[src/rtl/run_ctrl_pkg.sv]
// Shared definitions for the run-control block: state encoding and command decode.
package run_ctrl_pkg;

  localparam int unsigned StateWidth = 3;

  typedef enum logic [StateWidth-1:0] {
    StInit   = 3'd0,
    StIdle   = 3'd1,
    StRun    = 3'd2,
    StStep   = 3'd3,
    StHalted = 3'd4
  } state_e;

  // Enumerator value is the command's priority rank: stop > start > step.
  typedef enum logic [1:0] {
    CmdNone  = 2'd0,
    CmdStep  = 2'd1,
    CmdStart = 2'd2,
    CmdStop  = 2'd3
  } cmd_e;

  function automatic cmd_e decode_cmd(input logic start, input logic step, input logic stop);
    if (stop) begin
      return CmdStop;
    end else if (start) begin
      return CmdStart;
    end else if (step) begin
      return CmdStep;
    end
    return CmdNone;
  endfunction

endpackage

[src/rtl/sat_counter.sv]
// Up-counter with synchronous clear that sticks at its all-ones value instead of wrapping.
module sat_counter #(
  parameter int unsigned Width = 32
) (
  input  logic             clock,
  input  logic             reset_n,
  input  logic             en,
  input  logic             clr,
  output logic [Width-1:0] count,
  output logic             sat
);

  logic [Width-1:0] count_q, count_d;

  assign sat   = &count_q;
  assign count = count_q;

  always_comb begin
    count_d = count_q;
    if (clr) begin
      count_d = '0;
    end else if (en && !sat) begin
      count_d = count_q + 1'b1;
    end
  end

  always_ff @(posedge clock or negedge reset_n) begin
    if (!reset_n) begin
      count_q <= '0;
    end else begin
      count_q <= count_d;
    end
  end

endmodule

[src/rtl/run_control.sv]
// Sequences CPU reset release, then gates CPU execution (run/step/stop) until halt or timeout.
module run_control
  import run_ctrl_pkg::*;
#(
  parameter int unsigned CNT_WIDTH  = 32,
  parameter int unsigned MAX_CYCLES = 1024,
  parameter int unsigned RESET_HOLD = 4
) (
  input  logic                  clock,
  input  logic                  reset_n,
  input  logic                  start,
  input  logic                  step,
  input  logic                  stop,
  input  logic                  cpu_halt,
  output logic                  cpu_rst_n,
  output logic                  cpu_en,
  output logic [CNT_WIDTH-1:0]  cycle_count,
  output logic [StateWidth-1:0] state,
  output logic                  done,
  output logic                  timeout
);

  localparam int unsigned HoldWidth = (RESET_HOLD > 1) ? $clog2(RESET_HOLD) : 1;
  localparam logic [HoldWidth-1:0] HoldLast   = HoldWidth'(RESET_HOLD - 1);
  localparam logic [CNT_WIDTH-1:0] BudgetLast = CNT_WIDTH'(MAX_CYCLES - 1);

  state_e               state_q, state_d;
  logic [HoldWidth-1:0] hold_q, hold_d;
  logic                 timeout_q, timeout_d;
  logic                 cpu_rst_n_q;
  logic                 cnt_clr;
  logic                 cnt_sat;
  logic                 budget_hit;
  cmd_e                 cmd;

  assign cmd = decode_cmd(start, step, stop);

  sat_counter #(
    .Width (CNT_WIDTH)
  ) u_cycle_counter (
    .clock   (clock),
    .reset_n (reset_n),
    .en      (cpu_en),
    .clr     (cnt_clr),
    .count   (cycle_count),
    .sat     (cnt_sat)
  );

  // Saturation can only coincide with the last budgeted cycle if the budget is illegal.
  assign budget_hit = (cycle_count == BudgetLast) || cnt_sat;

  always_comb begin
    state_d   = state_q;
    hold_d    = '0;
    timeout_d = timeout_q;
    cnt_clr   = 1'b0;
    unique case (state_q)
      StInit: begin
        hold_d = hold_q + 1'b1;
        if (hold_q == HoldLast) begin
          state_d = StIdle;
        end
      end
      StIdle: begin
        case (cmd)
          CmdStart: state_d = StRun;
          CmdStep:  state_d = StStep;
          default:  state_d = StIdle;
        endcase
      end
      StRun, StStep: begin
        if (cpu_halt) begin
          state_d = StHalted;
        end else if (budget_hit) begin
          state_d   = StHalted;
          timeout_d = 1'b1;
        end else if (state_q == StStep || stop) begin
          state_d = StIdle;
        end
      end
      StHalted: begin
        if (start) begin
          state_d   = StInit;
          timeout_d = 1'b0;
          cnt_clr   = 1'b1;
        end
      end
      default: state_d = StInit;
    endcase
  end

  always_ff @(posedge clock or negedge reset_n) begin
    if (!reset_n) begin
      state_q     <= StInit;
      hold_q      <= '0;
      timeout_q   <= 1'b0;
      cpu_rst_n_q <= 1'b0;
    end else begin
      state_q     <= state_d;
      hold_q      <= hold_d;
      timeout_q   <= timeout_d;
      // Released on the same edge that leaves INIT, reasserted on the edge that re-enters it.
      cpu_rst_n_q <= (state_d != StInit);
    end
  end

  assign cpu_en    = (state_q == StRun) || (state_q == StStep);
  assign cpu_rst_n = cpu_rst_n_q;
  assign state     = state_q;
  assign done      = (state_q == StHalted);
  assign timeout   = timeout_q;

endmodule

[config.mk]
export PLATFORM = sky130hd
export DESIGN_NAME = run_control
export DESIGN_NICKNAME = d
export VERILOG_FILES = /design/src/rtl/run_ctrl_pkg.sv /design/src/rtl/sat_counter.sv /design/src/rtl/run_control.sv
export SDC_FILE = /design/constraint.sdc
export NUM_CORES = 1
export LEC_CHECK = 0
export ABC_CLOCK_PERIOD_IN_PS = 2400
export CAP_MARGIN = 20
export CELL_PAD_IN_SITES_DETAIL_PLACEMENT = 1
export CELL_PAD_IN_SITES_GLOBAL_PLACEMENT = 1
export CORE_ASPECT_RATIO = 0.9
export CORE_UTILIZATION = 36
export DETAILED_ROUTE_END_ITERATION = 8
export GPL_ROUTABILITY_DRIVEN = 0
export GPL_TIMING_DRIVEN = 0
export PLACE_DENSITY = 0.86
export SETUP_SLACK_MARGIN = 0.05
export SKIP_CTS_REPAIR_TIMING = 1
export SYNTH_ARGS = -nofsm -noshare
export SYNTH_HDL_FRONTEND = slang
export SYNTH_HIERARCHICAL = 1
export SYNTH_SLANG_ARGS = --single-unit
[constraint.sdc]
create_clock -name clock -period 2.4 [get_ports clock]
set_input_delay 0.24 -clock clock [delete_from_list [all_inputs] [get_ports clock]]
set_output_delay 0.24 -clock clock [all_outputs]
set_load 0.05 [all_outputs]
Word level (Yosys, flattened, before mapping)
Cells that the tools add are included.
{"block": "totals", "ff_bits": 39, "in_bits": 6, "out_inout_bits": 39, "elab_cells": 53}
{"block": "op_classes", "addsub": 2, "n_eq_ne": 11, "muxes": 23, "n_reduce_logical": 12}
{"op": "32-bit 2-to-1 mux", "count": 2}
{"op": "32-bit by 1-bit adder with 32-bit output, second input constant", "count": 1}
{"op": "32-bit by 10-bit equality test with 1-bit output, second input constant", "count": 1}
{"op": "32-bit AND reduction", "count": 1}
{"op": "3-bit 2-to-1 mux", "count": 5}
{"op": "3-bit one-hot mux with 4 select lines", "count": 1}
{"op": "2-bit 2-to-1 mux", "count": 5}
{"op": "1-bit 2-to-1 mux", "count": 8}
{"op": "3-bit by 2-bit equality test with 1-bit output, second input constant", "count": 2}
{"op": "2-bit inequality test, second input constant", "count": 3}
{"op": "2-bit equality test, second input constant", "count": 2}
{"op": "2-bit one-hot mux with 2 select lines", "count": 1}
{"op": "4-bit AND reduction", "count": 1}
{"op": "2-bit nonzero test", "count": 2}
{"op": "3-bit by 1-bit equality test with 1-bit output, second input constant", "count": 1}
{"op": "3-bit equality test, second input constant", "count": 1}
{"op": "3-bit logical NOT", "count": 1}
{"op": "1-bit logical OR", "count": 3}
{"op": "3-bit nonzero test", "count": 1}
{"op": "2-bit by 1-bit adder with 2-bit output, second input constant", "count": 1}
{"op": "2-bit by 1-bit equality test with 1-bit output, second input constant", "count": 1}
{"op": "1-bit one-hot mux with 2 select lines", "count": 1}
{"op": "2-bit OR reduction", "count": 1}
{"op": "1-bit logical AND", "count": 1}
{"op": "1-bit logical NOT", "count": 1}

Depth between registers and ports, before layout
{"block": "depth", "word_depth": 8, "ltp_mapped": 7, "mapped_depth_nobuf": 6}

Hierarchy
Netlist, hierarchy kept.
{"mod": "sat_counter", "instances": 1, "cells_per_inst": 207, "area_per_inst_um2": 1898.1, "seq_area_each_um2": 800.8}
{"mod": "run_control", "instances": 1, "cells_per_inst": 42, "area_per_inst_um2": 444.2, "seq_area_each_um2": 175.2}

Worst setup path before layout
No wires, ideal clock.
{"block": "synth_path", "path_kind": "reg-to-reg", "from": "reg state_q[2] (netlist: state[2])", "to": "reg u_cycle_counter.count_q[22] (netlist: u_cycle_counter/count[22])", "setup_time_ps": 132, "arrival_time_ps": 3181, "required_time_ps": 2268, "setup_slack_ps": -912, "stages_incl_launch_ff": 7, "n_path_buf": 3, "path_cell_list": "dfrtp_1 > nor3b_1 > and2_1 > clkbuf_1 > clkbuf_1 > clkbuf_1 > nor2_1"}
{"block": "synth_via", "elab_cells_between_ends": 8, "classes_between": "3 x eq/ne; 2 x mux; 3 x reduce/logical"}
{"item": "start, declared", "line_no": "run_control.sv:27", "rtl": "state_e state_q, state_d;"}
{"item": "start signal, assigned", "line_no": "run_control.sv:94", "rtl": "state_q <= StInit;"}
{"item": "start signal, assigned", "line_no": "run_control.sv:99", "rtl": "state_q <= state_d;"}
{"item": "3-bit equality test (*)"}
{"item": "via done", "line_no": "run_control.sv:19", "rtl": "output logic done,"}
{"item": "1-bit 2-to-1 mux (*)", "line_no": "run_control.sv:57", "rtl": "unique case (state_q)"}
{"item": "via cnt_clr", "line_no": "run_control.sv:31", "rtl": "logic cnt_clr;"}
{"item": "32-bit 2-to-1 mux / 2-bit nonzero test (equally long branches)"}
{"item": "end signal, assigned", "line_no": "sat_counter.sv:31", "rtl": "count_q <= count_d;"}
{"item": "end, declared", "line_no": "sat_counter.sv:13", "rtl": "logic [Width-1:0] count_q, count_d;"}
The timed path passes the listed nets; every way through them passes the cells marked *.
A chain may end at the register's enable or synchronous reset.

Worst setup path after layout
{"block": "layout_path", "from": "reg state_q[2] (netlist: state[2])", "to": "reg u_cycle_counter.count_q[23] (netlist: u_cycle_counter/count[23])"}
{"block": "layout_via", "elab_chain_len": 4, "elab_cells_between_ends": 8, "classes_between": "3 x eq/ne; 2 x mux; 3 x reduce/logical"}
{"item": "3-bit by 2-bit equality test with 1-bit output", "line_no": "run_control.sv:107", "rtl": "assign cpu_en = (state_q == StRun) || (state_q == StStep);"}
{"item": "1-bit logical OR", "line_no": "run_control.sv:107"}
{"item": "1-bit logical AND", "line_no": "sat_counter.sv:22", "rtl": "end else if (en && !sat) begin"}
{"item": "2-bit nonzero test (no line)"}
Several ways; a longest one is shown, not always the timed one.

==> impl_metrics.env <==
export IMPL_clk_insertion_delay_late_ps=300
export IMPL_vias=2393
export IMPL_routed_wirelength_um=7700
export IMPL_grt_pass1_vias=2334
export IMPL_synthesis_nets=257
export IMPL_wire_per_inst_um=18.8
export IMPL_slew_violations=0
export IMPL_grt_pass1_wl_um=11900
export IMPL_status="finished clean"
export IMPL_synth_edff_count=0
export IMPL_row_count=27
export IMPL_cp_data_arrival_time_ps=2500
export IMPL_fill_cells=740
export IMPL_p_leak_nw=1.17
export IMPL_power_mw=4.44
export IMPL_fin_skew_ps=7.84
export IMPL_drt_iter0_markers=104
export IMPL_seq_area_um2=1000
export IMPL_ioPinCount=45
export IMPL_rsz0062_at_grt="yes"
export IMPL_endpoint="u_cycle_counter/count[23]$_DFFE_PN0P_"
export IMPL_worstReg2RegStart="state[2]$_DFF_PN0_"
export IMPL_synth_top_area_share_pct=41.7
export IMPL_cts_buffers=5
export IMPL_crit_slowest_cell="or4_4"
export IMPL_cts_tree="yes"
export IMPL_slowest_delay_ps=470
export IMPL_drc=0
export IMPL_r2r_slack_ps=90
export IMPL_ir_drop_mv=0.842
export IMPL_ys_top_cells_by_count="dfrtp_1 (39), nor2_1 (25), a21oi_1 (17), nand2_1 (15), nand3_1 (14)"
export IMPL_overflow=0
export IMPL_setup_viol=0
export IMPL_multiInputGateArea_um2=1380
export IMPL_die_area_um2=6830
export IMPL_max_clock_path_buffers=2
export IMPL_post_drt_via_cell_ratio=5.85
export IMPL_final_instance_count_excl_fill=409
export IMPL_die_w_um=87.0
export IMPL_grt_max_degree=40
export IMPL_worstSetupStartpoint="state[2]$_DFF_PN0_"
export IMPL_core_um2=6220
export IMPL_path_clk_slew_ps=80
export IMPL_cp_start_kind="flip-flop"
export IMPL_critical_path_class="reg -> reg"
export IMPL_crit_path_cell_trace="and2b_4 > nand3_2 > or4_4 > a211oi_4 > and4_1 > mux2_4"
export IMPL_post_dp_hpwl_um=5210
export IMPL_syn_inst=249
export IMPL_p_per_area_nw_per_um2=1370
export IMPL_tns_ps=0
export IMPL_dr_pass1_iters=4
export IMPL_cts_max_level=2
export IMPL_synth_cell_area_um2=2340
export IMPL_drive_gt1_share_pct=26.1
export IMPL_hp_class="in -> async"
export IMPL_period_needed_ps=2310
export IMPL_diodes=0
export IMPL_drtAntennaViolNets=0
export IMPL_cts_root_buffer="clkbuf_8"
export IMPL_ys_warn_count=6
export IMPL_area_growth_pct=38.2
export IMPL_ys_flop_type="dfrtp_1"
export IMPL_fin_crit_sh_pct=96.3
export IMPL_required_ps=2590
export IMPL_initial_core_util_pct=37.7
export IMPL_async_reset_ff_share_pct=100
export IMPL_fin_nets=329
export IMPL_ys_top_cells_by_area="dfrtp_1 (42%), nor2_1 (4.0%), a21oi_1 (3.6%), nand4_1 (3.2%), or3_1 (3.2%)"
export IMPL_antenna_found_initial=0
export IMPL_syn_area_per_cell_um2=9.41
export IMPL_slew_headroom_pct=39.1
export IMPL_worstSetupEndpointType="flip-flop"
export IMPL_die_h_um=78.5
export IMPL_hold_viol=0
export IMPL_yosysMostFrequentCell="dfrtp_1"
export IMPL_ys_ff_latch=39
export IMPL_numClockSinks=39
export IMPL_rr_worst_depth=6
export IMPL_dp_cells=380
export IMPL_max_slew_worst_pin_slew_ps=913
export IMPL_worst_path_max_fanout=5
export IMPL_ys_seq_area_share_pct=41.7
export IMPL_synth_distinct_cells=49
export IMPL_fin_util_pct=52.1
export IMPL_r2r_end="u_cycle_counter/count[23]$_DFFE_PN0P_"
export IMPL_cap_violations=0
export IMPL_yosysTopAreaCell="dfrtp_1"
export IMPL_io_buffers=44
export IMPL_track_usage_pct=22.5
export IMPL_fmax_mhz=433
[cell usage in the layout (no fill, tap or decap), types with 4 or more instances in the layout]
master           instances
clkbuf_8                 5
or3_1                   10
nand4_1                 12
xnor2_1                  5
nand2_1                 14
o21ai_0                  7
nor4_1                   5
dfrtp_1                 16
buf_4                   22
nor2_1                  25
o31ai_1                  8
nor3_1                   4
a21oi_1                 16
nand3_1                 11
and3_1                   5
nor2b_1                  5
nor4_2                   5
inv_1                    5
or4_1                   10
xor2_1                   5
clkdlybuf4s50_1         43
dfrtp_2                 23
clkbuf_1                 4
[metal layers]
metal	share of wire, %	global-route usage (%)	up-vias
met5	0	0	-
met3	3.6	4.21	19
met1	46	30.8	1216
li1	-	-	1101
met4	2.3	6.33	0
met2	48	36.0	57
[per-stage QoR]
stage	cell area [um2]	setup slack [ps]	hold WS [ps]
after global placement	2970	-63.1	426
after CTS	3050	-7.58	96.0
after detailed placement	2960	-3.30	432
final	3240	89.9	72.9
after global routing	3240	-17.7	132
after floorplan	2420	-70.1	-55.6
[cell type report]
cell class | instances | share of cell area, %
buffer | 8 | 1.39
clock buffer | 6 | 2.24
clock inverter | 2 | 0.386
inverter | 5 | 0.580
multi-input combinational | 197 | 42.7
sequential | 39 | 31.0
tap | 87 | 3.36
timing repair buffer | 65 | 18.3
[sequential cells by signal, indices dropped and copies added (netlist names)]
name / flops
hold_q: 2
state: 3
cpu_rst_n: 1
timeout: 1
u_cycle_counter/count: 32
[critical path: cells and delay by family (launching register included)]
family / cells / cell delay, ps
multiplexers: 1 / 300
flip-flops: 1 / 400
AND/OR/NAND/NOR: 4 / 1150
AO/OA/AOI/OAI: 1 / 340
[power by group]
part,leakage [nW],internal [mW],switching (mW),total [mW]
logic,0.669,0.917,1.55,2.47
clock network,0.0412,0.203,0.246,0.449
registers,0.457,0.972,0.543,1.52
[worst min-delay path by stage]
stage,start,endpoint,slack (ps),cells after the start
3_3_place_gp,hold_q[0]$_DFF_PN0_,hold_q[0]$_DFF_PN0_,430,1
4_1_cts,reset_n,u_cycle_counter/count[19]$_DFFE_PN0P_,100,1
5_1_grt,reset_n,hold_q[1]$_DFF_PN0_,130,1
2_1_floorplan,reset_n,cpu_rst_n$_DFF_PN0_,-60,0
6_report,reset_n,hold_q[1]$_DFF_PN0_,70,1
3_5_place_dp,reset_n,hold_q[1]$_DFF_PN0_,430,1
[kinds of logic (layout without fill, tap and decap cells)]
| kind of cell | after synthesis | count (layout) | share of synthesized area [%] |
|---|---|---|---|
| fa+ha+maj | 2 | 2 | 1.07 |
| mux | 4 | 4 | 1.87 |
| simple gates | 129 | 129 | 34.0 |
| xor+xnor | 10 | 10 | 3.74 |
| compound gates | 52 | 52 | 15.2 |
| flops | 39 | 39 | 41.7 |
| buf+inv | 13 | 86 | 2.46 |
No activity file was read; power rests on OpenSTA's default activity.
